==> src/rtl/uart_pkg.sv <==
// Shared constants, FSM encoding and checksum helpers for the framed-packet UART transmitter.
package uart_pkg;

    localparam int unsigned UART_FRAME_BITS = 10;

    localparam int unsigned CSUM_XOR = 0;
    localparam int unsigned CSUM_SUM = 1;
    localparam int unsigned CSUM_NEG = 2;

    typedef enum logic [1:0] {
        StIdle,
        StSync,
        StData,
        StCsum
    } txState_t;

    // XOR mode folds with XOR; both sum-based modes accumulate mod 256.
    function automatic logic [7:0] csumStep(input int unsigned mode, input logic [7:0] acc,
                                            input logic [7:0] b);
        return (mode == CSUM_XOR) ? (acc ^ b) : (acc + b);
    endfunction

    function automatic logic [7:0] csumFinal(input int unsigned mode, input logic [7:0] acc);
        return (mode == CSUM_NEG) ? (~acc + 8'd1) : acc;
    endfunction

endpackage

==> src/rtl/uart_packet_tx_if.sv <==
// Producer-side packet handshake and status for uart_packet_tx.
interface uart_packet_tx_if #(
    parameter int unsigned BYTES = 4
);
    logic [BYTES*8-1:0] packetData;
    logic               packetValid;
    logic               packetReady;
    logic               packetSent;
    logic               busy;

    modport master (
        output packetData,
        output packetValid,
        input  packetReady,
        input  packetSent,
        input  busy
    );

    modport slave (
        input  packetData,
        input  packetValid,
        output packetReady,
        output packetSent,
        output busy
    );
endinterface

==> src/rtl/uart_byte_tx.sv <==
// Single 8N1 character serialiser; done marks the last clock of the stop bit so the
// next character can be loaded on that same edge with no gap.
module uart_byte_tx
    import uart_pkg::*;
#(
    parameter int unsigned CLKDIVIDER = 50
) (
    input  logic       clk,
    input  logic       rst_n,
    input  logic       start,
    input  logic [7:0] data,
    output logic       tx,
    output logic       ready,
    output logic       done
);
    localparam int unsigned DivW = (CLKDIVIDER > 1) ? $clog2(CLKDIVIDER) : 1;
    localparam logic [DivW-1:0] DivLast = DivW'(CLKDIVIDER - 1);
    localparam logic [3:0] BitLast = 4'(UART_FRAME_BITS - 1);

    logic [UART_FRAME_BITS-1:0] shiftQ, shiftD;
    logic [DivW-1:0]            divCntQ, divCntD;
    logic [3:0]                 bitCntQ, bitCntD;
    logic                       activeQ, activeD;
    logic                       bitEnd, load;

    assign bitEnd = activeQ && (divCntQ == DivLast);
    assign done   = bitEnd && (bitCntQ == BitLast);
    assign ready  = !activeQ;
    assign load   = start && (ready || done);
    // Idle level is forced from activeQ so an async reset drives the line high at once.
    assign tx     = activeQ ? shiftQ[0] : 1'b1;

    always_comb begin
        shiftD  = shiftQ;
        divCntD = divCntQ;
        bitCntD = bitCntQ;
        activeD = activeQ;
        if (load) begin
            shiftD  = {1'b1, data, 1'b0};
            divCntD = '0;
            bitCntD = '0;
            activeD = 1'b1;
        end else if (bitEnd) begin
            divCntD = '0;
            if (bitCntQ == BitLast) begin
                activeD = 1'b0;
            end else begin
                bitCntD = bitCntQ + 4'd1;
                shiftD  = {1'b1, shiftQ[UART_FRAME_BITS-1:1]};
            end
        end else if (activeQ) begin
            divCntD = divCntQ + DivW'(1);
        end
    end

    always_ff @(posedge clk or negedge rst_n) begin
        if (!rst_n) begin
            shiftQ  <= '1;
            divCntQ <= '0;
            bitCntQ <= '0;
            activeQ <= 1'b0;
        end else begin
            shiftQ  <= shiftD;
            divCntQ <= divCntD;
            bitCntQ <= bitCntD;
            activeQ <= activeD;
        end
    end

endmodule

==> src/rtl/uart_packet_tx.sv <==
// Framed packet transmitter: optional sync byte, data bytes MSB-first, then a checksum byte,
// all as back-to-back 8N1 characters.
module uart_packet_tx
    import uart_pkg::*;
#(
    parameter int unsigned CLKDIVIDER = 50,
    parameter int unsigned BYTES      = 4,
    parameter int unsigned SYNC_EN    = 1,
    parameter logic [7:0]  SYNC_BYTE  = 8'hA5,
    parameter int unsigned CSUM_MODE  = 0,
    parameter logic [7:0]  CSUM_INIT  = 8'h00
) (
    input  logic   clk,
    input  logic   rst_n,
    uart_packet_tx_if.slave pkt,
    output logic   tx
);
    localparam int unsigned DataW = BYTES * 8;
    localparam int unsigned IdxW  = $clog2(BYTES + 1);
    localparam logic [IdxW-1:0] IdxLast = IdxW'(BYTES - 1);

    txState_t          stateQ, stateD;
    logic [DataW-1:0]  pktQ, pktD;
    logic [IdxW-1:0]   idxQ, idxD;
    logic [7:0]        csumQ, csumD;
    logic              sentQ, sentD;
    logic              byteStart, byteReady, byteDone;
    logic [7:0]        byteData, pktTop, inTop;
    logic              accept;

    assign pktTop          = pktQ[DataW-1 -: 8];
    assign inTop           = pkt.packetData[DataW-1 -: 8];
    assign pkt.packetReady = (stateQ == StIdle) && byteReady;
    assign pkt.busy        = (stateQ != StIdle);
    assign pkt.packetSent  = sentQ;
    assign accept          = pkt.packetValid && pkt.packetReady;

    // Every character after the first is launched on the serialiser's done edge,
    // which keeps characters back-to-back.
    always_comb begin
        stateD    = stateQ;
        pktD      = pktQ;
        idxD      = idxQ;
        csumD     = csumQ;
        sentD     = 1'b0;
        byteStart = 1'b0;
        byteData  = pktTop;
        unique case (stateQ)
            StIdle: begin
                if (accept) begin
                    byteStart = 1'b1;
                    idxD      = '0;
                    if (SYNC_EN != 0) begin
                        byteData = SYNC_BYTE;
                        pktD     = pkt.packetData;
                        csumD    = CSUM_INIT;
                        stateD   = StSync;
                    end else begin
                        byteData = inTop;
                        pktD     = pkt.packetData << 8;
                        csumD    = csumStep(CSUM_MODE, CSUM_INIT, inTop);
                        stateD   = StData;
                    end
                end
            end
            StSync: begin
                if (byteDone) begin
                    byteStart = 1'b1;
                    pktD      = pktQ << 8;
                    csumD     = csumStep(CSUM_MODE, csumQ, pktTop);
                    stateD    = StData;
                end
            end
            StData: begin
                if (byteDone) begin
                    byteStart = 1'b1;
                    if (idxQ == IdxLast) begin
                        byteData = csumFinal(CSUM_MODE, csumQ);
                        stateD   = StCsum;
                    end else begin
                        pktD  = pktQ << 8;
                        csumD = csumStep(CSUM_MODE, csumQ, pktTop);
                        idxD  = idxQ + IdxW'(1);
                    end
                end
            end
            StCsum: begin
                if (byteDone) begin
                    stateD = StIdle;
                    sentD  = 1'b1;
                end
            end
            default: stateD = StIdle;
        endcase
    end

    always_ff @(posedge clk or negedge rst_n) begin
        if (!rst_n) begin
            stateQ <= StIdle;
            pktQ   <= '0;
            idxQ   <= '0;
            csumQ  <= CSUM_INIT;
            sentQ  <= 1'b0;
        end else begin
            stateQ <= stateD;
            pktQ   <= pktD;
            idxQ   <= idxD;
            csumQ  <= csumD;
            sentQ  <= sentD;
        end
    end

    uart_byte_tx #(
        .CLKDIVIDER(CLKDIVIDER)
    ) uByteTx (
        .clk  (clk),
        .rst_n(rst_n),
        .start(byteStart),
        .data (byteData),
        .tx   (tx),
        .ready(byteReady),
        .done (byteDone)
    );

endmodule

==> src/flat_wrapper.sv <==
// flat-port wrapper written by rule: the top's interface ports become plain ports
module uart_packet_tx_flat import uart_pkg::*;
#(
    parameter int unsigned CLKDIVIDER = 50,
    parameter int unsigned BYTES      = 4,
    parameter int unsigned SYNC_EN    = 1,
    parameter logic [7:0]  SYNC_BYTE  = 8'hA5,
    parameter int unsigned CSUM_MODE  = 0,
    parameter logic [7:0]  CSUM_INIT  = 8'h00
)
  (clk, rst_n, tx, pkt_packetData, pkt_packetValid, pkt_packetReady, pkt_packetSent, pkt_busy);
  uart_packet_tx_if #(.BYTES(BYTES)) pkt_i ();
  input  logic clk;
  input  logic rst_n;
  output logic tx;
  input wire logic [$bits(pkt_i.packetData)-1:0] pkt_packetData;
  input wire logic [$bits(pkt_i.packetValid)-1:0] pkt_packetValid;
  output wire logic [$bits(pkt_i.packetReady)-1:0] pkt_packetReady;
  output wire logic [$bits(pkt_i.packetSent)-1:0] pkt_packetSent;
  output wire logic [$bits(pkt_i.busy)-1:0] pkt_busy;
  assign pkt_i.packetData = pkt_packetData;
  assign pkt_i.packetValid = pkt_packetValid;
  assign pkt_packetReady = pkt_i.packetReady;
  assign pkt_packetSent = pkt_i.packetSent;
  assign pkt_busy = pkt_i.busy;
  uart_packet_tx #(.CLKDIVIDER(CLKDIVIDER), .BYTES(BYTES), .SYNC_EN(SYNC_EN), .SYNC_BYTE(SYNC_BYTE), .CSUM_MODE(CSUM_MODE), .CSUM_INIT(CSUM_INIT)) u_core (.clk(clk), .rst_n(rst_n), .pkt(pkt_i), .tx(tx));
endmodule
==> config.mk <==
export PLATFORM = sky130hd
export DESIGN_NAME = uart_packet_tx_flat
export DESIGN_NICKNAME = d
export VERILOG_FILES = /design/src/rtl/uart_pkg.sv /design/src/rtl/uart_packet_tx_if.sv /design/src/rtl/uart_byte_tx.sv /design/src/rtl/uart_packet_tx.sv /design/src/flat_wrapper.sv
export SDC_FILE = /design/constraint.sdc
export NUM_CORES = 1
export LEC_CHECK = 0
export CORE_MARGIN = 2
export CORE_UTILIZATION = 51
export DETAILED_ROUTE_END_ITERATION = 8
export PLACE_DENSITY_LB_ADDON = 0.1
export SYNTH_ARGS = -nofsm -noshare
export SYNTH_HDL_FRONTEND = slang
export SYNTH_SLANG_ARGS = --single-unit
==> constraint.sdc <==
create_clock -name clk -period 2.4 [get_ports clk]
set_clock_uncertainty 0.15 [all_clocks]
set_input_delay 0.36 -clock clk [delete_from_list [all_inputs] [get_ports clk]]
set_output_delay 0.36 -clock clk [all_outputs]
set_load 0.01 [all_outputs]
==> run_results.csv <==
group,metric,value,unit
run_status,status,"complete, no violations",
timing,fmax,0.419,GHz
critical_path,setup.worst_path.end_class,"register",
power,p_sw,2460,uW
cts,clk_latency,340,ps
power,switching_share,37.4,%
critical_path,cp.required,2470,ps
floorplanning,start_util,52.2,%
route,via_per_inst,5.82,
power,p_seq_share,32.8,%
route,drcViolationCount,0,
route,drtPass1Iterations,4,
cts,clk_pin_slew,70,ps
place,post_dp_cell_area,4400,sq um
cts,htreeDepth,3,
cts,cts_root_buffer,"clkbuf_8",
yosys,syn_inst,346,
timing,drv_slew,0,
critical_path,reg2reg_slack,10,ps
cells_and_area,drive_gt1_share,30.7,%
route,wire_per_inst,16.3,um
yosys,async_flop_share,100,%
grt,overflow,0,
worst_hold_path,hold_path.class,"reg2reg",
yosys,yosysTopAreaCellShare,37.9,%
cts,cts_tree,"built",
grt,antenna_found_initial,0,
timing,whs,335,ps
critical_path,crit_fanout,32,
place,place_ws,-17.0,ps
timing,min_period,2390,ps
floorplanning,fp.coreArea,7210,sq um
grt,grt_start_max_net_pins,67,
cells_and_area,fill_cells,594,
route,vias,2945,
power,p_int,4100,uW
cells_and_area,syn2layout_area_growth,24.0,%
timing,slew_headroom,70.8,%
yosys,yosysUniqueCellTypes,48,
cells_and_area,antenna_cells,0,
grt,grt_first_pass_wirelength,13800,um
yosys,synth-edff-count,0,
yosys,synth_area_leader_cell,"dfrtp_1",
yosys,synthMostInstantiatedCell,"mux2_2",
critical_path,worstPathArrival,2460,ps
yosys,ys_warn_count,0,
place,dp.cells,486,
yosys,synth_area_leaders,"dfrtp_1 38%, mux2_2 19%, dfstp_2 6.3%, ha_1 3.3%, or4_1 2.8%",
cells_and_area,final_cells,506,
timing,finalCritPeriodShare,99.5,%
cts,cts_buffers,9,
timing,grt_setup_unrepaired,"true",
timing,tightest_slew,436,ps
timing,setup_viol,0,
place,hpwl,5530,um
route,drt_iter0_drc,118,
route,drtAntennaViolNets,0,
power,p_per_area,1400,nW/um^2
run,drv_cap,0,
floorplanning,die_w,89.9,um
yosys,synthTopCellsByCount,"62 x mux2_2, 57 x dfrtp_1, 17 x clkbuf_1, 17 x nand3_1, 16 x nand2_1",
power,peakVddDrop,0.000666,V
floorplanning,die_y,89.9,um
timing,setup_ws,13.2,ps
cts,cts_sinks,66,
critical_path,crit_path_start_kind,"register",
place,gp_congestion,0.880,
place,numPortBuffers,38,
cells_and_area,nets,447,
cts,cts_buffer_depth,2,
yosys,yosysSeqAreaShare,44.2,%
route,wl,8260,um
critical_path,critPathKind,"reg2reg",
yosys,ys.flop_type,"dfrtp_1",
power,pwr-share-comb,53.2,%
yosys,syn-num-nets,391,
power,p_leak,0.00195,uW
grt,grt_pass1_vias,2869,
grt,track_usage,21.0,%
timing,timing_hold_violations_final,0,
floorplanning,ios,39,
floorplanning,rows,31,
floorplanning,die_area,8080,sq um
yosys,yosys_register_bits,66,
yosys,mappedNetlistArea,3760,sq um
power,clkPwrFrac,13.9,%
cells_and_area,final_cell_area,4670,sq um
yosys,synth.avg_cell_area,10.9,sq um
## placed cells by master, fill, tap and decap left out, types with 4 or more instances in the layout
cell type / n
nor2b_1: 15
a21oi_1: 9
nand2b_1: 6
xor2_1: 5
a2bb2oi_1: 8
a31oi_1: 4
a32oi_1: 4
clkbuf_8: 9
ha_1: 7
nand2_1: 16
a211oi_1: 4
or4_1: 14
clkdlybuf4s50_1: 36
a311oi_1: 5
buf_12: 4
nor2_1: 9
nand3_1: 17
dfrtp_1: 57
nand4_1: 13
o21ai_0: 8
inv_1: 8
mux2_2: 62
dfstp_2: 9
buf_4: 26
## worst paths after layout
check	depth (start not counted)	start	to
min reg2reg	1	u_core.pktQ[19]	u_core.pktQ[19]
max in group asynchronous	3	rst_n	u_core.uByteTx.shiftQ[5]
min in group asynchronous	3	rst_n	u_core.csumQ[7]
min	1	u_core.pktQ[19]	u_core.pktQ[19]
max	6	u_core.idxQ[0]	u_core.pktQ[10]
max reg2reg	6	u_core.idxQ[0]	u_core.pktQ[10]
## cell families after synthesis
group | Yosys count | synth area share [%]
and+or+nand+nor | 112 | 17.5
DFF | 66 | 44.2
muxes | 64 | 19.1
AOI/OAI and AO/OA | 56 | 10.6
buffers and inverters | 33 | 4.06
adders and majority gates | 10 | 3.32
xor gates and xnor gates | 5 | 1.16
## power by group through the flow
stage	Clock [uW]	Sequential [uW]	Combinational, uW
final	912	2150	3490
after global routing	983	2220	3870
after detailed placement	0	2160	3470
after global placement	0	2140	3360
after CTS	930	2150	3500
after floorplan	0	2030	2630
## metrics by stage
| step | utilization [%] | setup TNS, ps | total power [uW] |
|---|---|---|---|
| after global placement | 60.9 | 0 | 5500 |
| after detailed placement | 60.9 | -24.6 | 5630 |
| after CTS | 63.8 | 0 | 6570 |
| final | 64.7 | 0 | 6560 |
| after global routing | 64.7 | -1250 | 7070 |
| after floorplan | - | 0 | 4650 |
## worst max-delay path, stage by stage, from the launching register on
cell and delay, ps:
dfrtp_1 390, ha_1 200, ha_2 180, or4_4 580, a21oi_4 170, buf_12 220, mux2_2 360
## per-layer routing
| layer | share of wire, % | vias up | global-route usage [%] |
|---|---|---|---|
| li1 | - | 1412 | - |
| met1 | 46 | 1459 | 27.4 |
| met2 | 48 | 59 | 35.2 |
| met3 | 4.2 | 15 | 4.61 |
| met4 | 1.9 | 0 | 6.41 |
| met5 | 0 | - | 0 |
## state kept, by name (all words and copies together) (netlist names)
name	count
u_core.pktQ	32
u_core.uByteTx.shiftQ	9
u_core.csumQ	8
u_core.uByteTx.divCntQ	6
u_core.uByteTx.bitCntQ	4
u_core.idxQ	3
u_core.stateQ	2
u_core.pkt.packetSent	1
u_core.uByteTx.activeQ	1
## area by class of cell
class	count	area (sq um)	share of cell area, %
multi-input cells	247	1980	42.3
clock buffers	11	131	2.81
flip-flops and latches	66	1660	35.6
inverters	8	30.0	0.643
well taps	99	124	2.65
clock inverters	5	55.1	1.18
repair buffers	70	688	14.7
## timing repair
item                       in CTS  in global routing
hold endpoints to repair       57                  0
gates cloned                    0                  1
resized for setup               2                  7
pin swaps                       0                  1
setup buffers                   0                  2
hold buffers                    1                  0
setup endpoints to repair       2                 41
Note: power is estimated with default switching activity, not from simulation.
